<file path="config.mk">
export PLATFORM = sky130hd
export DESIGN_NAME = subneg_control
export DESIGN_NICKNAME = d
export VERILOG_FILES = /design/src/rtl/subneg_control.sv
export SDC_FILE = /design/constraint.sdc
export NUM_CORES = 1
export LEC_CHECK = 0
export ABC_AREA = 1
export CAP_MARGIN = 20
export CORE_MARGIN = 10
export CORE_UTILIZATION = 62
export DETAILED_ROUTE_END_ITERATION = 12
export GPL_ROUTABILITY_DRIVEN = 1
export HOLD_SLACK_MARGIN = 0.1
export PLACE_DENSITY = 0.91
export REMOVE_ABC_BUFFERS = 1
export SYNTH_ARGS = -nofsm -noshare
export SYNTH_HDL_FRONTEND = slang
export SYNTH_SLANG_ARGS = --single-unit
</file>
<file path="constraint.sdc">
create_clock -name clock -period 4.85 [get_ports clock]
set_input_delay 0.7275 -clock clock [delete_from_list [all_inputs] [get_ports clock]]
set_output_delay 0.7275 -clock clock [all_outputs]
set_load 0.01 [all_outputs]
</file>
<file path="src/rtl/subneg_control.sv">
// Sequencing FSM for the SUBNEG one-instruction core, driving one shared req/ack memory port.
// Define SUBNEG_INSTR_CNT_EN to add the saturating 32-bit instr_count output.
module subneg_control #(
    parameter int WIDTH      = 8,
    parameter int ADDR_WIDTH = 8,
    parameter int RESET_PC   = 0
) (
    input  logic                  clock,
    input  logic                  reset_n,
    input  logic                  start,
    output logic                  mem_req,
    output logic                  mem_we,
    output logic [ADDR_WIDTH-1:0] mem_addr,
    output logic [WIDTH-1:0]      mem_wdata,
    input  logic [WIDTH-1:0]      mem_rdata,
    input  logic                  mem_ack,
    output logic [ADDR_WIDTH-1:0] pc,
    output logic                  busy,
    output logic                  halted
`ifdef SUBNEG_INSTR_CNT_EN
    ,
    output logic [31:0]           instr_count
`endif
);

    typedef enum logic [2:0] {
        IDLE, FETCH_A, FETCH_B, FETCH_C, READ_A, READ_B, WRITE, HALTED
    } state_t;

    localparam logic [ADDR_WIDTH-1:0] PC_INIT = ADDR_WIDTH'(RESET_PC);

    state_t                  state, state_next;
    logic [ADDR_WIDTH-1:0]   reg_a, reg_b, reg_c;
    logic [WIDTH-1:0]        op_a, op_b;

    logic [ADDR_WIDTH-1:0]   pc_next, addr_next, a_next, b_next, c_next;
    logic [WIDTH-1:0]        wdata_next, op_a_next, op_b_next;
    logic                    req_next, we_next;

    logic                    done;
    logic [ADDR_WIDTH-1:0]   rdata_addr;
    logic [WIDTH-1:0]        res;
    logic [ADDR_WIDTH-1:0]   branch_pc;

    assign done       = mem_req && mem_ack;
    assign rdata_addr = ADDR_WIDTH'(mem_rdata);
    assign res        = op_b - op_a;
    assign branch_pc  = res[WIDTH-1] ? reg_c : pc + ADDR_WIDTH'(3);
    assign busy       = (state != IDLE) && (state != HALTED);
    assign halted     = (state == HALTED);

    always_comb begin
        state_next = state;
        pc_next    = pc;
        req_next   = mem_req;
        we_next    = mem_we;
        addr_next  = mem_addr;
        wdata_next = mem_wdata;
        a_next     = reg_a;
        b_next     = reg_b;
        c_next     = reg_c;
        op_a_next  = op_a;
        op_b_next  = op_b;
        case (state)
            IDLE, HALTED: begin
                if (start) begin
                    state_next = FETCH_A;
                    pc_next    = PC_INIT;
                    req_next   = 1'b1;
                    we_next    = 1'b0;
                    addr_next  = PC_INIT;
                end
            end
            FETCH_A: if (done) begin
                a_next     = rdata_addr;
                state_next = FETCH_B;
                addr_next  = pc + ADDR_WIDTH'(1);
            end
            FETCH_B: if (done) begin
                b_next     = rdata_addr;
                state_next = FETCH_C;
                addr_next  = pc + ADDR_WIDTH'(2);
            end
            FETCH_C: if (done) begin
                c_next     = rdata_addr;
                state_next = READ_A;
                addr_next  = reg_a;
            end
            READ_A: if (done) begin
                op_a_next  = mem_rdata;
                state_next = READ_B;
                addr_next  = reg_b;
            end
            READ_B: if (done) begin
                // Result goes straight into the write-data register so WRITE presents it at once.
                op_b_next  = mem_rdata;
                state_next = WRITE;
                we_next    = 1'b1;
                addr_next  = reg_b;
                wdata_next = mem_rdata - op_a;
            end
            WRITE: if (done) begin
                we_next = 1'b0;
                if (branch_pc == pc) begin
                    state_next = HALTED;
                    req_next   = 1'b0;
                end else begin
                    state_next = FETCH_A;
                    pc_next    = branch_pc;
                    addr_next  = branch_pc;
                end
            end
            default: begin
                state_next = IDLE;
                req_next   = 1'b0;
                we_next    = 1'b0;
            end
        endcase
    end

    always_ff @(posedge clock or negedge reset_n) begin
        if (!reset_n) begin
            state     <= IDLE;
            pc        <= PC_INIT;
            mem_req   <= 1'b0;
            mem_we    <= 1'b0;
            mem_addr  <= '0;
            mem_wdata <= '0;
            reg_a     <= '0;
            reg_b     <= '0;
            reg_c     <= '0;
            op_a      <= '0;
            op_b      <= '0;
        end else begin
            state     <= state_next;
            pc        <= pc_next;
            mem_req   <= req_next;
            mem_we    <= we_next;
            mem_addr  <= addr_next;
            mem_wdata <= wdata_next;
            reg_a     <= a_next;
            reg_b     <= b_next;
            reg_c     <= c_next;
            op_a      <= op_a_next;
            op_b      <= op_b_next;
        end
    end

`ifdef SUBNEG_INSTR_CNT_EN
    logic count_clear, count_inc;

    assign count_clear = start && ((state == IDLE) || (state == HALTED));
    assign count_inc   = (state == WRITE) && done;

    always_ff @(posedge clock or negedge reset_n) begin
        if (!reset_n) begin
            instr_count <= '0;
        end else if (count_clear) begin
            instr_count <= '0;
        end else if (count_inc && (instr_count != 32'hFFFF_FFFF)) begin
            instr_count <= instr_count + 32'd1;
        end
    end
`endif

endmodule

</file>
==> results by group <==
Run status
  – Status: completed

Logic synthesis
  – Synth warn: 0
  – Mapped Area: about 0.0042 sq mm
  – Synth Flop Type: dfrtp_1
  – Area fraction of the dominant cell type after synthesis: 0.406
  – Register bit total from synthesis: 69
  – Top post-synthesis cells by area: dfrtp_1 (41%), nand2_1 (16%), o21ai_0 (6.1%), inv_1 (5.8%), nand3_1 (5.7%)
  – EDFF count, synth: 0
  – Post-synth ARST share: 1.00
  – Commonest cells post-synth: nand2_1 (182), dfrtp_1 (69), inv_1 (66), o21ai_0 (52), nand3_1 (48)
  – Yosys top cell by area: dfrtp_1
  – Most numerous cell in the Yosys netlist: nand2_1
  – Syn avg cell area: ~7.6 sq um
  – Synth cell types: 45
  – Register area share after synthesis: 0.406
  – Post-Synthesis Cells: between 500 and 600

Die
  – IO Count: 40
  – Die H: approximately 100 um
  – Die ar.: 0.0106 sq mm
  – Row cnt: 30
  – Die extent in x: roughly 100 um
  – Initial Util: 0.632
  – Core area: 0.00672 sq mm

STA
  – Fin. Hold Viols: 0
  – FMAX: roughly 0.34 GHz
  – RSZ-0062 raised after global routing: false
  – Slew HR: 0.295
  – Final setup viols: 0
  – Tcrit/Tclk final: 0.603
  – Clock skew after layout: about 0.0087 ns
  – Accumulated negative setup slack: 0 ns
  – Tightest Pin Transition: between 1 and 1.5 ns
  – Hold WS: roughly 0.47 ns
  – Slew Limit Fails: 0
  – Tmin final: 2.92 ns

Pwr
  – Leak: about 2.5 nW
  – Total power: 0.00109 W
  – Maximum vdd drop: approximately 0.24 mV
  – Pwr/cell area: around 230 mW/mm^2

Clocking
  – Clock sink count: just under 70
  – Post-CTS setup repair buffer count: 0
  – Worst-case clock buffer depth: 2
  – Num CTS Buffers: 9
  – Cts repair resizes: 0
  – Skew-Pair Late Insertion Delay: about 0.36 ns
  – Cts hold-fix bufs: 0
  – CTS tree: done
  – Root Buffer: clkbuf_8
  – Max H-tree Level: 3
  – Clock slew seen by the registers of the worst setup and hold paths: ~0.08 ns

Cells and area
  – Ant diodes: 0
  – Nets: around 620
  – Multi-input gate area: approximately 0.0022 sq mm
  – Layout cells sized above 1: 0.0786
  – Fillers: 529
  – Area grow syn2layout: 14.3%
  – FF/Latch Area: between 0.0015 and 0.002 sq mm
  – Non-Filler Instances: 678

Setup path
  – Max stage delay on crit path: 0.38 ns
  – Crit path required time: roughly 5 ns
  – Critical Path Fanout Max: 12
  – Crit-path cells: inv_1, ha_1, nand2_1, inv_1, nand2_1, nand2_1, nand2_1, nand2_1, nand2_1, nand2_4, nand2_1, nand3_1, nand2_1, nor2_1, nand4_2, nand3_2, nand2_1, nand2_1
  – Critical-path top delay cell: dfrtp_1
  – Most numerous cell on the critical path: nand2_1
  – Worst setup SP type: flop
  – Crit. End Element: flop
  – Setup CP Type: flop to flop
  – CP Data Arrival Time: around 3.2 ns
  – Reg2reg setup slack: between 1.5 and 2 ns

Flow run
  – Max-Cap Viols: 0

Drt
  – Via count: 3,896
  – Post-route DRC: 0
  – Detail Route Antenna Nets: 0
  – Vias per cell: ~5.7
  – First-pass DRT Iterations: 5
  – Routed WL: between 10,000 and 15,000 um
  – Per-cell routed wire length: roughly 17 um
  – Initial DRC count: 264

Global routing
  – First-pass GRT wire length: between 15,000 and 20,000 um
  – Initial antenna violation count: 0
  – Global route overflow: 0
  – Vias in the first global route: 3,965
  – Tot GR Track Use: 0.234
  – Pin count of the biggest net entering global routing: 70

Placed design
  – Dpl cells: 662
  – Routability congestion estimate: between 0.9 and 1
  – DPL Wire Length: roughly 8500 um
  – IO Port Bufs: 39

Worst hold path
  – Hold/Removal Path Class: flop to flop
final cells by class:
cell class / count / share of cell area
sequential: 69 / 0.356
tap: 80 / 0.0206
clock inverter: 6 / 0.0147
clock buffer: 10 / 0.0263
multi-input combinational: 404 / 0.448
inverter: 68 / 0.0526
timing repair buffer: 41 / 0.0825
power by group:
group | switching, W | internal, W
sequential | 0 | 0.000575
combinational | 0.0000242 | 0.0000128
clock | 0.000240 | 0.000242
total | 0.000264 | 0.000830
per-stage QoR:
stage	cell area, sq um	worst slack [ns]	utilization
floorplan	4150	2.46	-
global placement	4650	1.92	0.693
detailed placement	4650	1.82	0.693
CTS	4850	2.00	0.722
global route	4850	1.65	0.722
finish	4850	1.93	0.722
sequential cells by signal, indices dropped and copies added, names as in the netlist:
name and flops:
mem_addr 8, mem_req 1, mem_wdata 8, mem_we 1
op_a 8, op_b 8, pc 8, reg_a 8
reg_b 8, reg_c 8, state 3
cell usage in the layout (no fill, tap or decap), types with 2 or more instances in the layout:
master           netlist  layout
inv_1                 66      66
o21ai_0               52      52
a22oi_1                5       5
nand4_1                9       9
nand3_1               48      48
nor2_2                 2       2
nand2_4                6       6
xor2_1                 8       8
xnor2_1                2       2
inv_6                  0       2
dfrtp_1               69      69
clkbuf_8               0       9
a21oi_1               14      14
clkdlybuf4s50_1        0      38
o21a_1                 2       2
nand2_2                7       7
nand3_2                3       3
buf_4                  1       2
nor3_1                 5       5
nor2_1                18      18
ha_1                  17      17
o2111ai_1              4       4
nor3_2                 2       2
nand2_1              182     182
clkinvlp_4             0       2
per-layer routing:
metal	vias to the layer above	track usage	share of wire
met2	132	0.395	0.48
met4	0	0.0963	0.027
met3	24	0.0409	0.055
met1	1856	0.288	0.43
li1	1884	-	-
met5	-	0	0
cells by family after synthesis:
| logic type | count (synthesis) | synth area share |
|---|---|---|
| AOI/OAI and AO/OA | 84 | 0.114 |
| xor gates and xnor gates | 11 | 0.0245 |
| adders and majority gates | 18 | 0.0548 |
| buffers and inverters | 84 | 0.0822 |
| DFF | 69 | 0.406 |
| and+or+nand+nor | 291 | 0.318 |
worst paths after layout:
check                            start          end  cells after the start
max reg2reg                    op_a[1]        pc[0]                     18
min                        mem_addr[4]  mem_addr[4]                      2
min in group asynchronous      reset_n      mem_req                      2
min reg2reg                mem_addr[4]  mem_addr[4]                      2
max                            op_a[1]        pc[0]                     18
max in group asynchronous      reset_n  mem_addr[7]                      2
worst max-delay path, delay by kind of cell, from the launching register on:
family	cells	cell delay (ns)
simple gates	15	2.06
buf+inv	2	0.13
fa+ha+maj	1	0.29
flops	1	0.38
Power figures use the tool's default switching activity.
